`config.mk`:
```
export PLATFORM = sky130hd
export DESIGN_NAME = float_div_ieee_e8_m23_iter
export DESIGN_NICKNAME = d
export VERILOG_FILES = /design/src/rtl/float_div_pkg.sv /design/src/rtl/float_div_round_e8_m23.sv /design/src/rtl/float_div_ieee_e8_m23_iter.sv
export SDC_FILE = /design/constraint.sdc
export NUM_CORES = 1
export LEC_CHECK = 0
export CORE_UTILIZATION = 50
export DETAILED_ROUTE_END_ITERATION = 10
export MAX_ROUTING_LAYER = met4
export PLACE_DENSITY = 0.69
export SKIP_LAST_GASP = 1
export SLEW_MARGIN = 20
export SYNTH_ARGS = -nofsm -noshare
export SYNTH_HDL_FRONTEND = slang
export SYNTH_SLANG_ARGS = --single-unit
```
`constraint.sdc`:
```
create_clock -name aclk -period 15.3 [get_ports aclk]
set_input_delay 4.59 -clock aclk [delete_from_list [all_inputs] [get_ports aclk]]
set_output_delay 4.59 -clock aclk [all_outputs]
set_load 0.005 [all_outputs]
```
`src/rtl/float_div_pkg.sv`:
```
// float_div_pkg: shared constants and types for the E8/M23 iterative divider.
// Holds rounding-mode encodings, field widths, the canonical quiet NaN and
// largest finite magnitude, the divider FSM states, and an operand classifier.
package float_div_pkg;

    localparam int EXP_W  = 8;
    localparam int MAN_W  = 23;
    localparam int BIAS   = 127;
    localparam int Q_BITS = 26;

    localparam logic [2:0] RM_RNE = 3'd0;
    localparam logic [2:0] RM_RTZ = 3'd1;
    localparam logic [2:0] RM_RDN = 3'd2;
    localparam logic [2:0] RM_RUP = 3'd3;
    localparam logic [2:0] RM_RMM = 3'd4;

    localparam logic [31:0] QNAN = 32'h7FC0_0000;
    localparam logic [31:0] MAXF = 32'h7F7F_FFFF;

    typedef enum logic [1:0] {IDLE, DIV, ROUND} state_t;
    typedef enum logic [1:0] {ZERO, NORM, INF, NAN} opclass_t;

    // Denormals classify as ZERO (inputs are flushed before division).
    function automatic opclass_t classify(input logic [EXP_W-1:0] e,
                                          input logic [MAN_W-1:0] m);
        if (e == '0)       return ZERO;
        else if (e == '1)  return (m != '0) ? NAN : INF;
        else               return NORM;
    endfunction

endpackage

```
`src/rtl/float_div_round_e8_m23.sv`:
```
// float_div_round_e8_m23: combinational rounding / range stage.
// Ports:
//   sign      result sign
//   e         10-bit signed biased exponent of sig (already normalised)
//   sig       24-bit significand with explicit leading one
//   g, s      guard and sticky bits below sig
//   rm        rounding mode (5-7 behave as RNE)
//   res       packed {sign, exp, man} result
//   of/uf/nx  overflow, flushed-tiny, inexact indications
module float_div_round_e8_m23
    import float_div_pkg::*;
(
    input  logic              sign,
    input  logic signed [9:0] e,
    input  logic [23:0]       sig,
    input  logic              g,
    input  logic              s,
    input  logic [2:0]        rm,
    output logic [31:0]       res,
    output logic              of,
    output logic              uf,
    output logic              nx
);

    logic              inc;
    logic              to_inf;
    logic [24:0]       sum;
    logic signed [9:0] e_r;

    always_comb begin
        inc    = 1'b0;
        to_inf = 1'b1;
        case (rm)
            RM_RTZ: begin inc = 1'b0;              to_inf = 1'b0;  end
            RM_RDN: begin inc = sign & (g | s);    to_inf = sign;  end
            RM_RUP: begin inc = ~sign & (g | s);   to_inf = ~sign; end
            RM_RMM: begin inc = g;                 to_inf = 1'b1;  end
            default: begin inc = g & (s | sig[0]); to_inf = 1'b1;  end
        endcase

        // A carry out of the significand means the value rounded up to 2.0:
        // bump the exponent and the stored mantissa becomes all zeros.
        sum = {1'b0, sig} + {24'b0, inc};
        e_r = e + $signed({9'b0, sum[24]});

        of = (e_r >= 10'sd255);
        uf = ~of & (e_r <= 10'sd0);
        nx = g | s | of | uf;

        res = {sign, e_r[7:0], sum[24] ? 23'h0 : sum[22:0]};
        if (of)
            res = to_inf ? {sign, 8'hFF, 23'h0} : {sign, MAXF[30:0]};
        else if (uf)
            res = {sign, 31'h0};
    end

endmodule

```
`src/rtl/float_div_ieee_e8_m23_iter.sv`:
```
// float_div_ieee_e8_m23_iter: iterative IEEE-754 single-precision divider,
// x = a / b, one restoring-division quotient bit per cycle.
// Fixed latency: start accepted at cycle 0, done at cycle 27 (26 DIV + ROUND),
// special operands included. DAZ on inputs, FTZ on results.
// Ports:
//   aclk, areset    clock (rising), asynchronous active-high reset
//   astall          global stall, freezes all state including done
//   start           operand valid, taken only in IDLE when not stalled
//   a_*/b_*         dividend / divisor split fields
//   rm              rounding mode 0 RNE,1 RTZ,2 RDN,3 RUP,4 RMM (5-7 = RNE)
//   busy            high from acceptance until done
//   done            one-cycle result strobe
//   x               packed result, held until the next done
//   flags[4:0]      {NV,DZ,OF,UF,NX}, present only when
//                   FLOAT_DIV_EXC_FLAGS_EN is defined
module float_div_ieee_e8_m23_iter
    import float_div_pkg::*;
(
    input  logic              aclk,
    input  logic              areset,
    input  logic              astall,
    input  logic              start,
    input  logic              a_sign,
    input  logic [EXP_W-1:0]  a_exp,
    input  logic [MAN_W-1:0]  a_man,
    input  logic              b_sign,
    input  logic [EXP_W-1:0]  b_exp,
    input  logic [MAN_W-1:0]  b_man,
    input  logic [2:0]        rm,
    output logic              busy,
    output logic              done,
    output logic [31:0]       x
`ifdef FLOAT_DIV_EXC_FLAGS_EN
    ,
    output logic [4:0]        flags
`endif
);

    state_t            state, state_nx;
    logic [4:0]        cnt;
    logic [24:0]       rem;      // partial remainder, always < 2*divisor
    logic [23:0]       dvs;
    logic [25:0]       quo;
    logic              sgn;
    logic signed [9:0] exq;
    logic [2:0]        rmq;
    logic              spec;
    logic [31:0]       spec_x;

    // ---------------- operand classification (IDLE inputs) ----------------
    opclass_t    ca, cb;
    logic        sp_sign, sp_hit, sp_nv, sp_dz;
    logic [31:0] sp_val;

    always_comb begin
        ca      = classify(a_exp, a_man);
        cb      = classify(b_exp, b_man);
        sp_sign = a_sign ^ b_sign;
        sp_hit  = 1'b1;
        sp_nv   = 1'b0;
        sp_dz   = 1'b0;
        sp_val  = {sp_sign, 31'h0};
        if (ca == NAN || cb == NAN || (ca == ZERO && cb == ZERO) ||
            (ca == INF && cb == INF)) begin
            sp_val = QNAN;
            sp_nv  = 1'b1;
        end else if (ca == INF) begin
            sp_val = {sp_sign, 8'hFF, 23'h0};
        end else if (cb == ZERO) begin
            sp_val = {sp_sign, 8'hFF, 23'h0};
            sp_dz  = 1'b1;
        end else if (ca == ZERO || cb == INF) begin
            sp_val = {sp_sign, 31'h0};
        end else begin
            sp_hit = 1'b0;
        end
    end

    // ---------------- FSM ----------------
    always_ff @(posedge aclk or posedge areset) begin
        if (areset)       state <= IDLE;
        else if (!astall) state <= state_nx;
    end

    always_comb begin
        state_nx = state;
        case (state)
            IDLE:    if (start && !astall) state_nx = DIV;
            DIV:     if (cnt == 5'(Q_BITS - 1)) state_nx = ROUND;
            ROUND:   state_nx = IDLE;
            default: state_nx = IDLE;
        endcase
    end

    assign busy = (state != IDLE);

    // ---------------- normalisation + rounding ----------------
    logic              sticky, g_n, s_n;
    logic [23:0]       sig_n;
    logic signed [9:0] e_n;
    logic [31:0]       rnd_res;
    logic              rnd_of, rnd_uf, rnd_nx;

    always_comb begin
        sticky = |rem;
        if (quo[25]) begin
            sig_n = quo[25:2];
            g_n   = quo[1];
            s_n   = quo[0] | sticky;
            e_n   = exq;
        end else begin
            sig_n = quo[24:1];
            g_n   = quo[0];
            s_n   = sticky;
            e_n   = exq - 10'sd1;
        end
    end

    float_div_round_e8_m23 u_round (
        .sign (sgn),
        .e    (e_n),
        .sig  (sig_n),
        .g    (g_n),
        .s    (s_n),
        .rm   (rmq),
        .res  (rnd_res),
        .of   (rnd_of),
        .uf   (rnd_uf),
        .nx   (rnd_nx)
    );

    // ---------------- datapath ----------------
    always_ff @(posedge aclk or posedge areset) begin
        if (areset) begin
            cnt    <= '0;
            rem    <= '0;
            dvs    <= '0;
            quo    <= '0;
            sgn    <= 1'b0;
            exq    <= '0;
            rmq    <= RM_RNE;
            spec   <= 1'b0;
            spec_x <= '0;
            x      <= '0;
            done   <= 1'b0;
        end else if (!astall) begin
            done <= (state == ROUND);
            case (state)
                IDLE: if (start) begin
                    cnt    <= '0;
                    rem    <= {2'b01, a_man};
                    dvs    <= {1'b1, b_man};
                    quo    <= '0;
                    sgn    <= sp_sign;
                    exq    <= $signed({2'b0, a_exp}) - $signed({2'b0, b_exp})
                              + 10'sd127;
                    rmq    <= (rm > RM_RMM) ? RM_RNE : rm;
                    spec   <= sp_hit;
                    spec_x <= sp_val;
                end
                DIV: begin
                    cnt <= cnt + 5'd1;
                    if (rem >= {1'b0, dvs}) begin
                        rem <= (rem - {1'b0, dvs}) << 1;
                        quo <= {quo[24:0], 1'b1};
                    end else begin
                        rem <= rem << 1;
                        quo <= {quo[24:0], 1'b0};
                    end
                end
                ROUND: x <= spec ? spec_x : rnd_res;
                default: ;
            endcase
        end
    end

`ifdef FLOAT_DIV_EXC_FLAGS_EN
    logic nv_q, dz_q;

    always_ff @(posedge aclk or posedge areset) begin
        if (areset) begin
            nv_q  <= 1'b0;
            dz_q  <= 1'b0;
            flags <= '0;
        end else if (!astall) begin
            if (state == IDLE && start) begin
                nv_q <= sp_nv;
                dz_q <= sp_dz;
            end
            if (state == ROUND)
                flags <= spec ? {nv_q, dz_q, 3'b000}
                              : {2'b00, rnd_of, rnd_uf, rnd_nx};
        end
    end
`else
    logic unused_flag_bits;
    assign unused_flag_bits = ^{rnd_of, rnd_uf, rnd_nx, sp_nv, sp_dz};
`endif

endmodule
```
==> metrics.txt <==
clock skew=0.00944 ns; Slew headroom=0.358; Hold Path Class=flop to flop; Top delay family on crit path=compound AO/OA/AOI/OAI gates; Die Wd=138 um; fin util=0.604; row count=49; Post-Syn Area=9220 um^2; diodes inserted=0; final wirelength=23.5 mm; Worst Tran Pin Value=0.954 ns; Hold Buf Count CTS=0; drt initial violations=439; register bit total from synthesis=133; terminus of the critical flop-to-flop path=x[18]$_DFFE_PP0P_; syn_nets=1,191; Total GRT Usage=0.269; leak pwr=4.56 nW; worst-skew pair later-pin latency=0.42 ns; # fillers=1,613; TNS Setup=0 ns; Max Cap Viol=0; CTS Buf Count=17; total gr overflow=0; status=complete, no violations; Hold Crit Endpoint=dvs[23]$_DFFE_PP0P_; FFs w/ async S/R, synth=1.00; number of hold violations in the final report=0; Max Slew Vio Count=0; Hold Crit Start=dvs[23]$_DFFE_PP0P_; Avg Synthesized Cell Area=8.56 um^2; Worst R2R Path Depth=19; Cells after Synth=1,078; critical path, cell by cell=clkdlybuf4s50_1, ha_1, inv_1, fa_1, nand2_1, nand2_1, a21oi_1, xnor2_1, or3_1, o311ai_0, xor2_1, o21ai_0; Required @ worst endpoint=15.58 ns; Root Driver=clkbuf_16; TritonCTS clock tree=done; IO Count=105; Final Critical Period=7.01 ns; reg2reg start=rmq[2]$_DFFE_PP0P_; CP startpoint kind=primary input; RSZ-0062 raised after global routing=false; clock slew at reported path FFs=0.05 ns; number of setup violations in the final report=0; worst-path cell with the longest stage delay=clkdlybuf4s50_1; multi-input logic area=5440 um^2; post-route ant nets=0; vias in the first global route=7,691; CP max stage delay=0.51 ns; pwr/cell area=169 nW/um^2; Max FO, Critical Path=3; Core Area=18,000 um^2; YS warnings=0; initial core utilization=0.512; IO buf count=104; H-tree levels=4; DR pass1 iterations=5; Post-synth EDFFs=0; largest net degree at the start of global routing=80; Worst EP arrival=7.29 ns; Reg area=3330 um^2; P&R area growth vs syn=18.1%; share of layout cells above drive strength 1=0.0683; Fmax achieved=0.143 GHz; CP endpoint kind=flop; nets=1,260; crit-path most repeated cell=nand2_1; initial antenna violation count=0; DRC=0; period utilisation layout=0.458; CTS sink cnt=133; RD Place Congestion=0.909; drt wl/cell=17.0 um; sequential area share after synthesis=0.361; die area=19,000 um^2; DP HPWL=16.8 mm; via count=8,125; Hold Path Depth=2; worst path buffer plus inverter count=2; Crit Path Class=primary input to flop; Unique masters post-synth=82; post-cts sizing count=0; Max clock buf depth=2; vias per cell=5.86; R2R Setup Slk=9.41 ns; Peak VDD IR=105 uV; post-CTS setup repair buffer count=0; global-route wire length before repair=38.8 mm; Die Y-Extent=138 um; Synth Flop Type=dfrtp_1
-- layout make-up --
class | count | area share
Sequential cell | 133 | 0.306
Tap cell | 229 | 0.0263
Multi-Input combinational cell | 828 | 0.500
Timing Repair Buffer | 112 | 0.101
Clock buffer | 23 | 0.0420
Inverter | 55 | 0.0194
Clock inverter | 6 | 0.00528
-- worst register-to-register path, delay by kind of cell, from the launching register on --
family | cells | cell delay (ns)
DFF | 1 | 0.43
adders and majority gates | 4 | 1.14
xor gates and xnor gates | 1 | 0.13
muxes | 1 | 0.38
and+or+nand+nor | 9 | 2.93
AOI/OAI and AO/OA | 4 | 0.81
-- cell usage in the layout (no fill, tap or decap), drive strengths merged, types with 12 or more instances in the layout --
master,Yosys,final
inv,55,55
clkdlybuf4s50,0,104
nand3,27,27
nor4,25,25
a21oi,63,63
a31oi,14,14
a21o,12,12
nor3,19,19
o21ai,100,100
ha,40,40
mux2i,23,23
clkbuf,51,23
nand2b,12,12
o211ai,15,15
xor2,32,32
nand4,17,17
nand2,145,145
dfrtp,133,133
nor2,67,67
xnor2,43,43
a22o,31,31
-- flip-flops by register name (all words and copies together), names as in the netlist --
name    count
cnt         5
done        1
dvs        24
exq        10
quo        26
rem        25
rmq         3
sgn         1
spec        1
spec_x      3
state       2
x          32
-- cells in the mapped netlist, types with 4 or more instances --
cell type,number,share of area
nand2_1,145,0.059
dfrtp_1,133,0.36
o21ai_0,99,0.054
nor2_1,66,0.027
a21oi_1,62,0.034
inv_1,55,0.022
clkbuf_1,50,0.020
xnor2_1,42,0.040
ha_1,40,0.054
xor2_1,32,0.030
a22o_1,31,0.029
nand3_1,26,0.014
mux2i_1,23,0.025
nor4_1,23,0.016
nor3_1,18,0.0098
nand4_1,17,0.012
a31oi_1,14,0.0095
a21o_1,12,0.0098
nand2b_1,12,0.0081
o22ai_1,11,0.0075
nor2b_1,10,0.0068
o211ai_2,10,0.014
a22oi_1,9,0.0073
and3_1,9,0.0061
mux2_2,8,0.0098
or2_2,7,0.0047
a211oi_1,6,0.0049
o221ai_1,6,0.0057
a21boi_0,5,0.0041
and2_1,5,0.0034
o211ai_1,5,0.0041
or3_1,5,0.0034
and4_1,4,0.0038
buf_2,4,0.0022
o21a_1,4,0.0033
o31ai_1,4,0.0033
-- routing by layer --
metal	vias up	track usage	share of wire
met5	-	-	0
met4	0	0.0773	0.019
met3	32	0.0489	0.042
met2	185	0.429	0.48
met1	3896	0.348	0.46
li1	4012	-	-
-- how the worst max path moves through the flow --
stage / start / endpoint / slack [ns] / depth (start not counted)
floorplan: areset / cnt[0]$_DFFE_PP0P_ / 7.16 / 1
global placement: b_exp[0] / exq[8]$_DFFE_PP0P_ / 7.95 / 12
detailed placement: a_exp[0] / exq[8]$_DFFE_PP0P_ / 7.86 / 12
CTS: b_exp[0] / exq[8]$_DFFE_PP0P_ / 8.30 / 12
global route: b_exp[0] / exq[8]$_DFFE_PP0P_ / 8.08 / 13
finish: b_exp[0] / exq[8]$_DFFE_PP0P_ / 8.29 / 12
-- power by group --
| group | total (mW) | switching, mW | internal (mW) |
|---|---|---|---|
| registers | 0.578 | 0.131 | 0.447 |
| clock network | 0.369 | 0.145 | 0.223 |
| logic | 0.893 | 0.498 | 0.395 |
| total | 1.84 | 0.775 | 1.07 |
-- metrics by stage --
| stage | std cells | hold slack, ns | cell area [um^2] | setup WS (ns) | total power, mW |
|---|---|---|---|---|---|
| floorplan | 1078 | 0.418 | 9220 | 7.16 | 1.24 |
| global placement | 1357 | 0.429 | 10400 | 7.95 | 1.44 |
| detailed placement | 1357 | 0.441 | 10400 | 7.86 | 1.46 |
| CTS | 1386 | 0.454 | 10900 | 8.30 | 1.84 |
| global route | 1386 | 0.493 | 10900 | 8.08 | 1.98 |
| finish | 1386 | 0.454 | 10900 | 8.29 | 1.84 |
-- logic make-up (layout without fill, tap and decap cells) --
| logic type | Yosys count | after routing | share of synthesized area |
|---|---|---|---|
| mux | 31 | 31 | 0.0347 |
| flops | 133 | 133 | 0.361 |
| simple gates | 374 | 374 | 0.203 |
| compound gates | 306 | 306 | 0.220 |
| buf+inv | 117 | 196 | 0.0511 |
| fa+ha+maj | 42 | 42 | 0.0586 |
| xor+xnor | 75 | 75 | 0.0720 |
No activity file was read; power rests on OpenSTA's default activity.
